### config.mk
export PLATFORM = sky130hd
export DESIGN_NAME = q_frag_readback
export DESIGN_NICKNAME = d
export VERILOG_FILES = /design/src/rtl/q_frag_readback.sv
export SDC_FILE = /design/constraint.sdc
export NUM_CORES = 1
export LEC_CHECK = 0
export BUFFER_PORTS_ARGS = -buffer_cell sky130_fd_sc_hd__buf_2
export CORE_AREA = 2 2 43 45
export CTS_CLUSTER_SIZE = 30
export DETAILED_ROUTE_END_ITERATION = 12
export DIE_AREA = 0 0 45 47
export HOLD_SLACK_MARGIN = 0.1
export PLACE_DENSITY = 0.83
export SYNTH_ARGS = -nofsm -noshare
export SYNTH_HDL_FRONTEND = slang
export SYNTH_SLANG_ARGS = --single-unit
export TNS_END_PERCENT = 50
### constraint.sdc
create_clock -name QCK -period 1.3 [get_ports QCK]
set_input_delay 0.26 -clock QCK [delete_from_list [all_inputs] [get_ports QCK]]
set_output_delay 0.26 -clock QCK [all_outputs]
set_load 0.01 [all_outputs]
### src/rtl/q_frag_readback.sv
// Readback engine for a bank of Q_FRAG flops: snapshots AQZ and streams it out LSB first over SVLD/SRDY.
// Optional trailing even-parity bit when Q_FRAG_READBACK_PARITY_EN is defined.
//
// state   | meaning
// --------+--------------------------------------------------------
// S_IDLE  | waiting for CAP; outputs quiet
// S_SHIFT | SVLD high, SDO = shadow[0], one bit per SVLD&&SRDY edge
// S_FIN   | one-cycle DONE pulse, then back to S_IDLE
module q_frag_readback #(
  parameter  int WIDTH = 8,
  localparam int CNT_W = $clog2(WIDTH + 2)
) (
  input  logic             QCK,
  input  logic             QRT,
  input  logic             CAP,
  input  logic [WIDTH-1:0] AQZ,
  input  logic             SRDY,
  output logic             SDO,
  output logic             SVLD,
  output logic             BUSY,
  output logic             DONE,
  output logic             ERR
);

`ifdef Q_FRAG_READBACK_PARITY_EN
  localparam int NBITS = WIDTH + 1;
`else
  localparam int NBITS = WIDTH;
`endif
  localparam logic [CNT_W-1:0] LAST_CNT = CNT_W'(NBITS);

  typedef enum logic [1:0] {
    S_IDLE  = 2'd0,
    S_SHIFT = 2'd1,
    S_FIN   = 2'd2
  } state_t;

  state_t           state_q, state_d;
  logic [NBITS-1:0] shadow_q, shadow_d;
  logic [CNT_W-1:0] cnt_q, cnt_d;
  logic             svld_q, svld_d;
  logic             busy_q, busy_d;
  logic             done_q, done_d;
  logic             err_q, err_d;
  logic             xfer;

  assign xfer = svld_q && SRDY;

  always_ff @(posedge QCK) begin
    if (QRT) begin
      state_q  <= S_IDLE;
      shadow_q <= '0;
      cnt_q    <= '0;
      svld_q   <= 1'b0;
      busy_q   <= 1'b0;
      done_q   <= 1'b0;
      err_q    <= 1'b0;
    end else begin
      state_q  <= state_d;
      shadow_q <= shadow_d;
      cnt_q    <= cnt_d;
      svld_q   <= svld_d;
      busy_q   <= busy_d;
      done_q   <= done_d;
      err_q    <= err_d;
    end
  end

  always_comb begin
    state_d  = state_q;
    shadow_d = shadow_q;
    cnt_d    = cnt_q;
    case (state_q)
      S_IDLE: begin
        if (CAP) begin
          state_d = S_SHIFT;
          cnt_d   = '0;
`ifdef Q_FRAG_READBACK_PARITY_EN
          shadow_d = {^AQZ, AQZ};
`else
          shadow_d = AQZ;
`endif
        end
      end
      S_SHIFT: begin
        if (xfer) begin
          shadow_d = shadow_q >> 1;
          cnt_d    = cnt_q + 1'b1;
          if (cnt_d == LAST_CNT) state_d = S_FIN;
        end
      end
      S_FIN:   state_d = S_IDLE;
      default: state_d = S_IDLE;
    endcase
  end

  // Outputs are decoded from the next state so they land in registers.
  always_comb begin
    svld_d = (state_d == S_SHIFT);
    done_d = (state_d == S_FIN);
    busy_d = (state_d != S_IDLE);
    err_d  = CAP && (state_q != S_IDLE);
  end

  assign SDO  = shadow_q[0];
  assign SVLD = svld_q;
  assign BUSY = busy_q;
  assign DONE = done_q;
  assign ERR  = err_q;

endmodule

After elaboration in Yosys (flattened, before gate mapping)
Index checks and enable logic that the tools add are counted.
{"block": "totals", "register_bits": 18, "output_inout_bits": 5, "wordCells": 31}
{"block": "op_classes", "n_addsub": 1, "n_eq_ne": 6, "mux": 10, "n_reduce_logical": 7}
{"op": "$mux W8", "n": 2}
{"op": "$pmux W8 S2", "n": 1}
{"op": "$mux W4", "n": 2}
{"op": "$pmux W4 S2", "n": 1}
{"op": "$mux W2", "n": 3}
{"op": "$reduce_bool A2 Y1", "n": 3}
{"op": "$add A4 B1 Y4 const B", "n": 1}
{"op": "$eq A2 B1 Y1 const B", "n": 2}
{"op": "$eq A4 B4 Y1 const B", "n": 1}
{"op": "$ne A2 B2 Y1 const B", "n": 2}
{"op": "$pmux W2 S2", "n": 1}
{"op": "$reduce_and A3 Y1", "n": 1}
{"op": "$eq A2 B2 Y1 const B", "n": 1}
{"op": "$logic_and A1 B1 Y1", "n": 2}
{"op": "$logic_not A2 Y1", "n": 1}

Logic depth before layout (Yosys ltp)
Gate-level depths: netlist (run 1).
{"block": "depth", "ltp_word": 6, "mapped_depth": 5}

Least setup slack after synthesis (run 1)
OpenSTA, ideal clock, no wires.
{"block": "synth_timing", "path_type": "register to register", "startpoint": "reg state_q[0]", "endpoint": "reg cnt_q[3]", "arrival_time_ps": 1106, "required_ps": 1167, "setup_slack_ps": 61, "stages_incl_launch_ff": 5, "n_path_buf": 1, "synth_period_minus_slack_ps": 1239, "path_cell_list": "dfxtp_1 -> buf_4 -> or3b_1 -> nand2_2 -> a311oi_2"}
{"block": "synth_via", "elab_chain_cells": 3}
{"element": "start: declaration", "line_no": "38", "text": "state_t state_q, state_d;"}
{"element": "start signal: assignment", "line_no": "59", "text": "state_q <= state_d;"}
{"element": "$eq A2 B1 Y1 / $logic_not A2 Y1 (equally long branches)", "line_no": "73", "text": "case (state_q)"}
{"element": "$ne A2 B2 Y1 (no source line) / $reduce_bool A2 Y1 (equally long branches)"}
{"element": "$reduce_and A3 Y1 (no source line)"}
{"element": "end signal: assignment", "line_no": "61", "text": "cnt_q <= cnt_d;"}
{"element": "end: declaration", "line_no": "40", "text": "logic [CNT_W-1:0] cnt_q, cnt_d;"}
Several ways; a longest one is shown, not always the timed one.
A chain may end at the register's enable or synchronous reset.

Worst setup path after layout (run 1)
Same ends and word-level chain as after synthesis.

==> results.txt, run 1 <==
The flow ran to the end, and the final reports show no timing, DRC or antenna violations. Setup repair after global routing left no endpoint under its margin. Clock latency on the worst-skew pair, taken at its later pin, is between 0.2 and 0.3 ns. The worst endpoint data arrival time came out at between 1 and 1.5 ns.

The via density per instance came out at approximately 5.7. The number of placed I/O pins came out at 17. The setup slack of the worst register-to-register path is 0.07 ns. For this run, the number of Yosys warnings is 0. The summed negative setup slack over all endpoints is 0 ns. The area share of the largest cell type after synthesis is 0.446. The depth of the worst register-to-register path is 3. The die width came out at 45 µm. TritonCTS built the clock tree. Across the whole layout, storage elements account for between 300 and 400 µm². The power density over the cells is around 1100 mW/mm². Among all cell types in the netlist, the one instantiated most often is dfxtp_1. The share of the yosys chip area belonging to registers is 0.446.

The number of placed instances, taps included came out at ~120. STA classifies the critical path endpoint as a register. The final hold slack came out at approximately 0.22 ns. Excluding fillers, the count of instances in the completed layout stands at between 100 and 150. Of the cells placed in the final design, the portion with a size suffix greater than 1 is 0.382. The first global-routing pass estimated between 2000 and 3000 µm of wire.

The worst-case IR drop observed on VDD is ~0.00050 V. The number of levels the H-tree was split into came out at 1. STA classifies the critical path startpoint as a register. The gate count after technology mapping is 78. The count of different cell masters after synthesis is 31. For the pin with the worst max-slew slack, the measured transition is 0.310 ns. In this run the critical register-to-register path is captured at cnt_q[3].

The kind of path behind the tightest hold check is input pin to register. The synthesis-to-layout area growth came out at 23.1%. The clock transition at the registers of the reported paths came out at 0.10 ns. For this run, the top clock speed supported by timing is ~810 MHz.

The count of input and output buffers came out at 16. The number of nets in the finished design came out at 116. The number of inserted diodes came out at 0. The leakage power of the design came out at approximately 0.00042 µW. The worst hold path stage count is 2. The total power draw came out at ~1100 µW.

Routability-driven placement finished with a final weighted congestion of ~0.82. The clock period minus worst slack came out at roughly 1.2 ns. The final number of setup-violating endpoints came out at 0. The detailed-route wire length per cell is 13.5 µm. The headroom to the max-slew limit came out at 0.793. The core region area came out at ~0.0017 mm².

For this block, the initial DRC count from the detailed router was 19. By startpoint and endpoint, the worst setup path is classified as register to register. The final count of hold timing violations is 0. The number of nets with antenna violations after routing came out at 0.

The maximum count of clock buffers along a single path came out at 2. The sum of overflow across all layers after global routing is 0. Detailed routing inserted a total of around 700 vias.

The max-slew violation total from the final report came out at 0. The number of maximum-capacitance constraint violations is 0. After synthesis, the mean cell area works out to around 10 µm². The number of global-route vias before repair came out at 659. The capture point of the critical path is cnt_q[3].

The worst-path maximum fanout is 9. The residual DRC count is 0. The post-synth net total came out at 91.

The summed instance area of the synthesized netlist came out at about 810 µm². The largest net degree at the start of global routing is 13. The initial antenna violation count was 0. The number of iterations in the first detailed-routing pass came out at 4. The number of placement rows came out at 15. The die outline area is 0.00212 mm². The required time at the worst-slack endpoint came out at roughly 1.5 ns. The post-route clock period utilization is 0.948. The placed wire-length estimate after detailed placement is approximately 1200 µm.

In this run the critical register-to-register path is launched from state_q[0]. The overall die height is 47 µm. By count the netlist is led by dfxtp_1 (18), a211oi_1 (8), nor3_1 (8). CTS placed an instance of clkbuf_4 at the clock tree root.

For this design, the sink count on the clock tree is 18. The overall fraction of global-route tracks in use came out at 0.176. The synthesized design spends more area on one cell type than any other, namely dfxtp_1. The most used flip-flop cell after synthesis is dfxtp_1.

For this block, the routed nets add up to about 1600 µm of wire. The total of fill cells in the finished design is 162. Counting flops with an async set or reset pin after synthesis yields a share of 0.

The critical path starts at state_q[0]. The post-synthesis register bit count came out at 18. The number of buffers inserted for hold repair after clock tree synthesis came out at 0.

The core occupancy in the finished layout is 0.602. The total CTS buffers came out at 3. The starting utilization of the core area came out at 0.489. In the final layout, the multi-input gates occupy between 400 and 500 µm². The clock arrives with around 0.001 ns of skew. By area the synthesized netlist is led by dfxtp_1 (45%), mux2i_1 (8.7%), a211oi_1 (7.4%), nor3_1 (5.0%), buf_6 (2.8%).

The number of synthesized flops with an enable pin came out at 0.
## what timing repair did
action | 4_1_cts | 5_1_grt
buffers inserted | 0 | 0
setup endpoints to repair | 2 | 9
gates resized for setup | 1 | 6
## report_power, final
group          switching [µW]  internal, µW  total, µW
registers                17.5           581        599
logic                    80.3          78.2        159
clock network             169           170        339
## state kept, by name (all words and copies together) (netlist names)
signal    count
state_q       2
DONE          1
cnt_q         4
shadow_q      8
BUSY          1
ERR           1
SVLD          1
## cells by family (layout without fill, tap and decap cells)
group | after synthesis | after routing | share of synthesized area
AO/OA/AOI/OAI | 18 | 18 | 0.184
AND/OR/NAND/NOR | 27 | 27 | 0.206
buffers and inverters | 6 | 30 | 0.0511
adder cells (fa/ha/maj) | 1 | 1 | 0.0155
XOR/XNOR | 1 | 1 | 0.0108
flip-flops | 18 | 18 | 0.446
multiplexers | 7 | 7 | 0.0867
## layer usage
| layer | track usage | part of all wire | vias up |
|---|---|---|---|
| met3 | 0.0269 | 0.035 | 2 |
| met2 | 0.323 | 0.49 | 11 |
| met1 | 0.201 | 0.47 | 317 |
| met5 | 0 | 0 | - |
| li1 | - | - | 352 |
| met4 | 0.0765 | 0.0050 | 0 |
## per-stage QoR
stage | instance area, µm² | setup slack [ns]
detailed placement | 940 | 0.00639
finish | 995 | 0.0679
global route | 995 | 0.00232
global placement | 940 | 0.0356
floorplan | 808 | 0.0609
CTS | 977 | 0.00859
## worst min-delay path by stage
stage                 from          end  slack, ns
3_3_place_gp           QRT     cnt_q[1]       0.51
3_5_place_dp   shadow_q[7]  shadow_q[7]       0.52
4_1_cts                QRT     cnt_q[1]       0.21
2_1_floorplan          CAP          ERR       0.43
5_1_grt                QRT     cnt_q[1]       0.19
6_report               QRT   state_q[1]       0.22
## placed cells by master (no fill, tap or decap), drive strengths merged
cell	netlist	layout
nand4	1	1
nor2	3	3
and4b	1	1
a21oi	3	3
a211oi	8	8
dfxtp	18	18
and2	1	1
nor4	2	2
or3b	1	1
or2b	1	1
nand4b	2	2
a32oi	1	1
nor3	8	8
inv	1	1
buf	3	25
nor3b	2	2
a31o	1	1
nand3	2	2
clkbuf	2	4
a41oi	1	1
o21a	1	1
o31a	2	2
nand2b	1	1
xor2	1	1
nand2	2	2
ha	1	1
a311oi	1	1
mux2i	7	7
## layout make-up
type                            instances  area share
Clock buffer                            4      0.0365
Inverter                                1     0.00377
Multi-Input combinational cell         54       0.423
Sequential cell                        18       0.367
Tap cell                               17      0.0214
Timing Repair Buffer                   25       0.148
## critical path, cell delays in order (launching register included)
cell and delay, ns:
dfxtp_4 0.38, or3b_1 0.46, nand2_4 0.16, a311oi_2 0.11
Power figures use the tool's default switching activity.
==> inputs of run 2 (changes only) <==
--- a/config.mk
+++ b/config.mk
@@ -12,6 +12,7 @@
 export DIE_AREA = 0 0 45 47
 export HOLD_SLACK_MARGIN = 0.1
 export PLACE_DENSITY = 0.83
+export SETUP_SLACK_MARGIN = 0.2
 export SYNTH_ARGS = -nofsm -noshare
 export SYNTH_HDL_FRONTEND = slang
 export SYNTH_SLANG_ARGS = --single-unit
==> run 2 against run 1 <==
Sequential share of layout area fell by 4.8 points. Wire length up 22%. Clock power down 19%. Sequential power up 1%. Register-to-register slack is essentially flat. Final cell count rose by 3.4%. Cell area increased by 16%. Combinational power is 31% higher. Power fell by 0.64%. Worst hold slack better by 0.017 ns. Critical endpoint unchanged. Highest routed layer unchanged.
==> results.txt, run 2 (synthesized netlist as in run 1, its figures left out) <==
The first-pass GRT wire length is 2880 µm. The overall die height came out at 47 µm. In the layout the commonest cells are buf_2 (16), dfxtp_1 (14), buf_4 (10), nor3_2 (7), mux2i_1 (6). The floorplan step set the die width to 45 µm. The clock tree root buffer cell is clkbuf_4. Ranked by flip-flop count, first place goes to shadow_q. The sink count of the clock tree is 18. The via density per instance came out at about 5.8.

The count of input and output buffers is 16. At the worst endpoint, the required time is 1.51 ns. The worst-path maximum fanout came out at 8. The clock network latency to the later pin of the worst-skew pair came out at roughly 0.29 ns.

The detailed router used layers up to and including met4. The clock period minus worst slack came out at between 1 and 1.5 ns. For this run, design rule violations remaining after detail routing come to 0. Setup repair after global routing could not meet its margin everywhere. The headroom to the max-slew limit is 0.787. Clock tree synthesis inserted a total of 3 buffers. The maximum count of clock buffers along a single path is 2. The worst setup path is captured at a register. For this block, wires on met1 add up to approximately 860 µm. The TritonCTS clock tree is built. Setup violations remaining at the end of the flow were counted as 0. The initial antenna violation count was 0. The post-route clock period utilization came out at 0.954. The largest delay contributor family on the critical path is flip-flops. The number of nets in the finished design came out at roughly 120. The floorplan step defined a die boundary enclosing around 0.0021 mm². The slowest stage of the critical path belongs to the cell dfxtp_4.

In this run the core area contains 15 standard-cell rows. The critical path starts at state_q[0]. The most common cell after layout, fill and taps aside is buf_2. The synthesis-to-layout area growth came out at 43.3%. The final setup skew came out at around 0.0026 ns. Once detailed placement completed, the half-perimeter wirelength came to 1200 µm.

Of the cells placed in the final design, the portion with a size suffix greater than 1 is 0.585. The number of global-route vias before repair came out at 632. The number of iterations in the first detailed-routing pass is 4. The kind of path behind the tightest hold check is input pin to register. The critical path goes through and4b_2 > buf_6 > a41oi_2 > a311oi_2. The total length of routed met3 wires came out at roughly 53 µm. The flow ran to the end, and the final reports show no timing, DRC or antenna violations. The transition time at the pin with the least slew margin came out at about 0.32 ns. Together, buffers and inverters on the worst path number 1. The total via count after detailed routing came out at just over 700. The final count of hold timing violations came to 0. The leakage power of the design came out at 0.000466 µW. The path length in cells of the critical path is 4.

The power density over the cells came out at 940 mW/mm². The setup slack of the worst register-to-register path is 0.06 ns. At the end of the flow the core is filled with cells to 0.702. The overall fraction of global-route tracks in use is 0.191. The setup path with the least slack is of type register to register.

The final estimated routing congestion in global placement came out at 0.785. The worst register-to-register path ends at cnt_q[3]. Across the run, the number of max-cap violations was 0.

The total routed wirelength came out at slightly below 2000 µm. For this run, the slowest stage of the critical path takes approximately 0.42 ns. The detailed-route wire length per cell came out at 16.0 µm. The core region area is approximately 0.0017 mm². The cell area after layout came out at about 0.0012 mm². The met2 layer wire length in the routed design came out at 998 µm. The final hold slack is roughly 0.24 ns. The capture point of the critical path is cnt_q[3]. The largest net degree at the start of global routing is 13. At the worst endpoint, the arrival time is between 1 and 1.5 ns. The max-slew violation total from the final report is 0.

For the worst flop-to-flop path, the logic depth is 4. The number of inserted diodes came out at 0. The largest registers in the layout are shadow_q (8), cnt_q (4), state_q (2). In this run the critical register-to-register path is launched from state_q[0]. The number of levels the H-tree was split into is 1.

The flip-flop count of the largest register after layout came out at 8. The sum of overflow across all layers after global routing is 0. The clock transition at the registers of the reported paths is about 0.090 ns.

The starting utilization of the core area is 0.489. The post-detailed-placement cell area came out at 940 µm². The number of placed I/O pins is 17. STA classifies the critical path startpoint as a register.

The DRC violation total after the first TritonRoute iteration is 18. The worst IR drop on VDD came out at about 0.00068 V. The number of nets with antenna violations after routing came out at 0. Based on the critical path, the design can be clocked at up to 806 MHz.
run 2: cell types whose count changed in the layout (fill, tap and decap cells not counted), moves of 2 or more:
cell	change
nor3_2	+7
a211oi_1	-3
buf_6	+4
a211oi_2	+3
nor3_1	-7
dfxtp_1	-2
nor4_1	-2
run 2: where the power goes:
part / internal (µW) / total, µW / switching, µW
Sequential: 579 / 606 / 26.3
Combinational: 106 / 209 / 102
Clock: 108 / 275 / 167
Total: 794 / 1090 / 296
run 2: per-layer routing:
| layer | global-route usage | up-vias |
|---|---|---|
| met2 | 0.306 | 14 |
| li1 | - | 356 |
| met1 | 0.252 | 334 |
| met3 | 0.0231 | 6 |
| met5 | 0 | - |
| met4 | 0.106 | 0 |
run 2: through the flow:
step	setup TNS (ns)	total power (µW)	instances	setup WS [ns]
global route	0	1130	123	0.000154
detailed placement	-0.0578	769	114	-0.0255
finish	0	1090	123	0.0598
floorplan	0	720	78	0.149
global placement	0	764	114	0.0556
CTS	0	1050	120	0.103
run 2: what timing repair did:
item / in CTS / in global routing
pin swaps: 8 / 6
setup buffers: 3 / 3
resized for setup: 15 / 19
hold buffers: 0 / 0
endpoints found under the setup margin: 16 / 17
cloned: 0 / 0
run 2: how the worst min path moves through the flow:
stage / from / cells past startpoint / slack (ns) / end
floorplan: CAP / 1 / 0.43 / ERR
global placement: QRT / 2 / 0.52 / cnt_q[3]
detailed placement: QRT / 2 / 0.52 / cnt_q[3]
CTS: QRT / 2 / 0.21 / cnt_q[3]
global route: QRT / 2 / 0.25 / DONE
finish: QRT / 2 / 0.24 / DONE
run 2: cell type report:
type                       instances  area (µm²)
tap                               17        21.3
timing repair buffer              30         200
fill                             118         493
multi-input combinational         54         541
sequential                        18         370
clock buffer                       3        22.5
inverter                           1        3.75
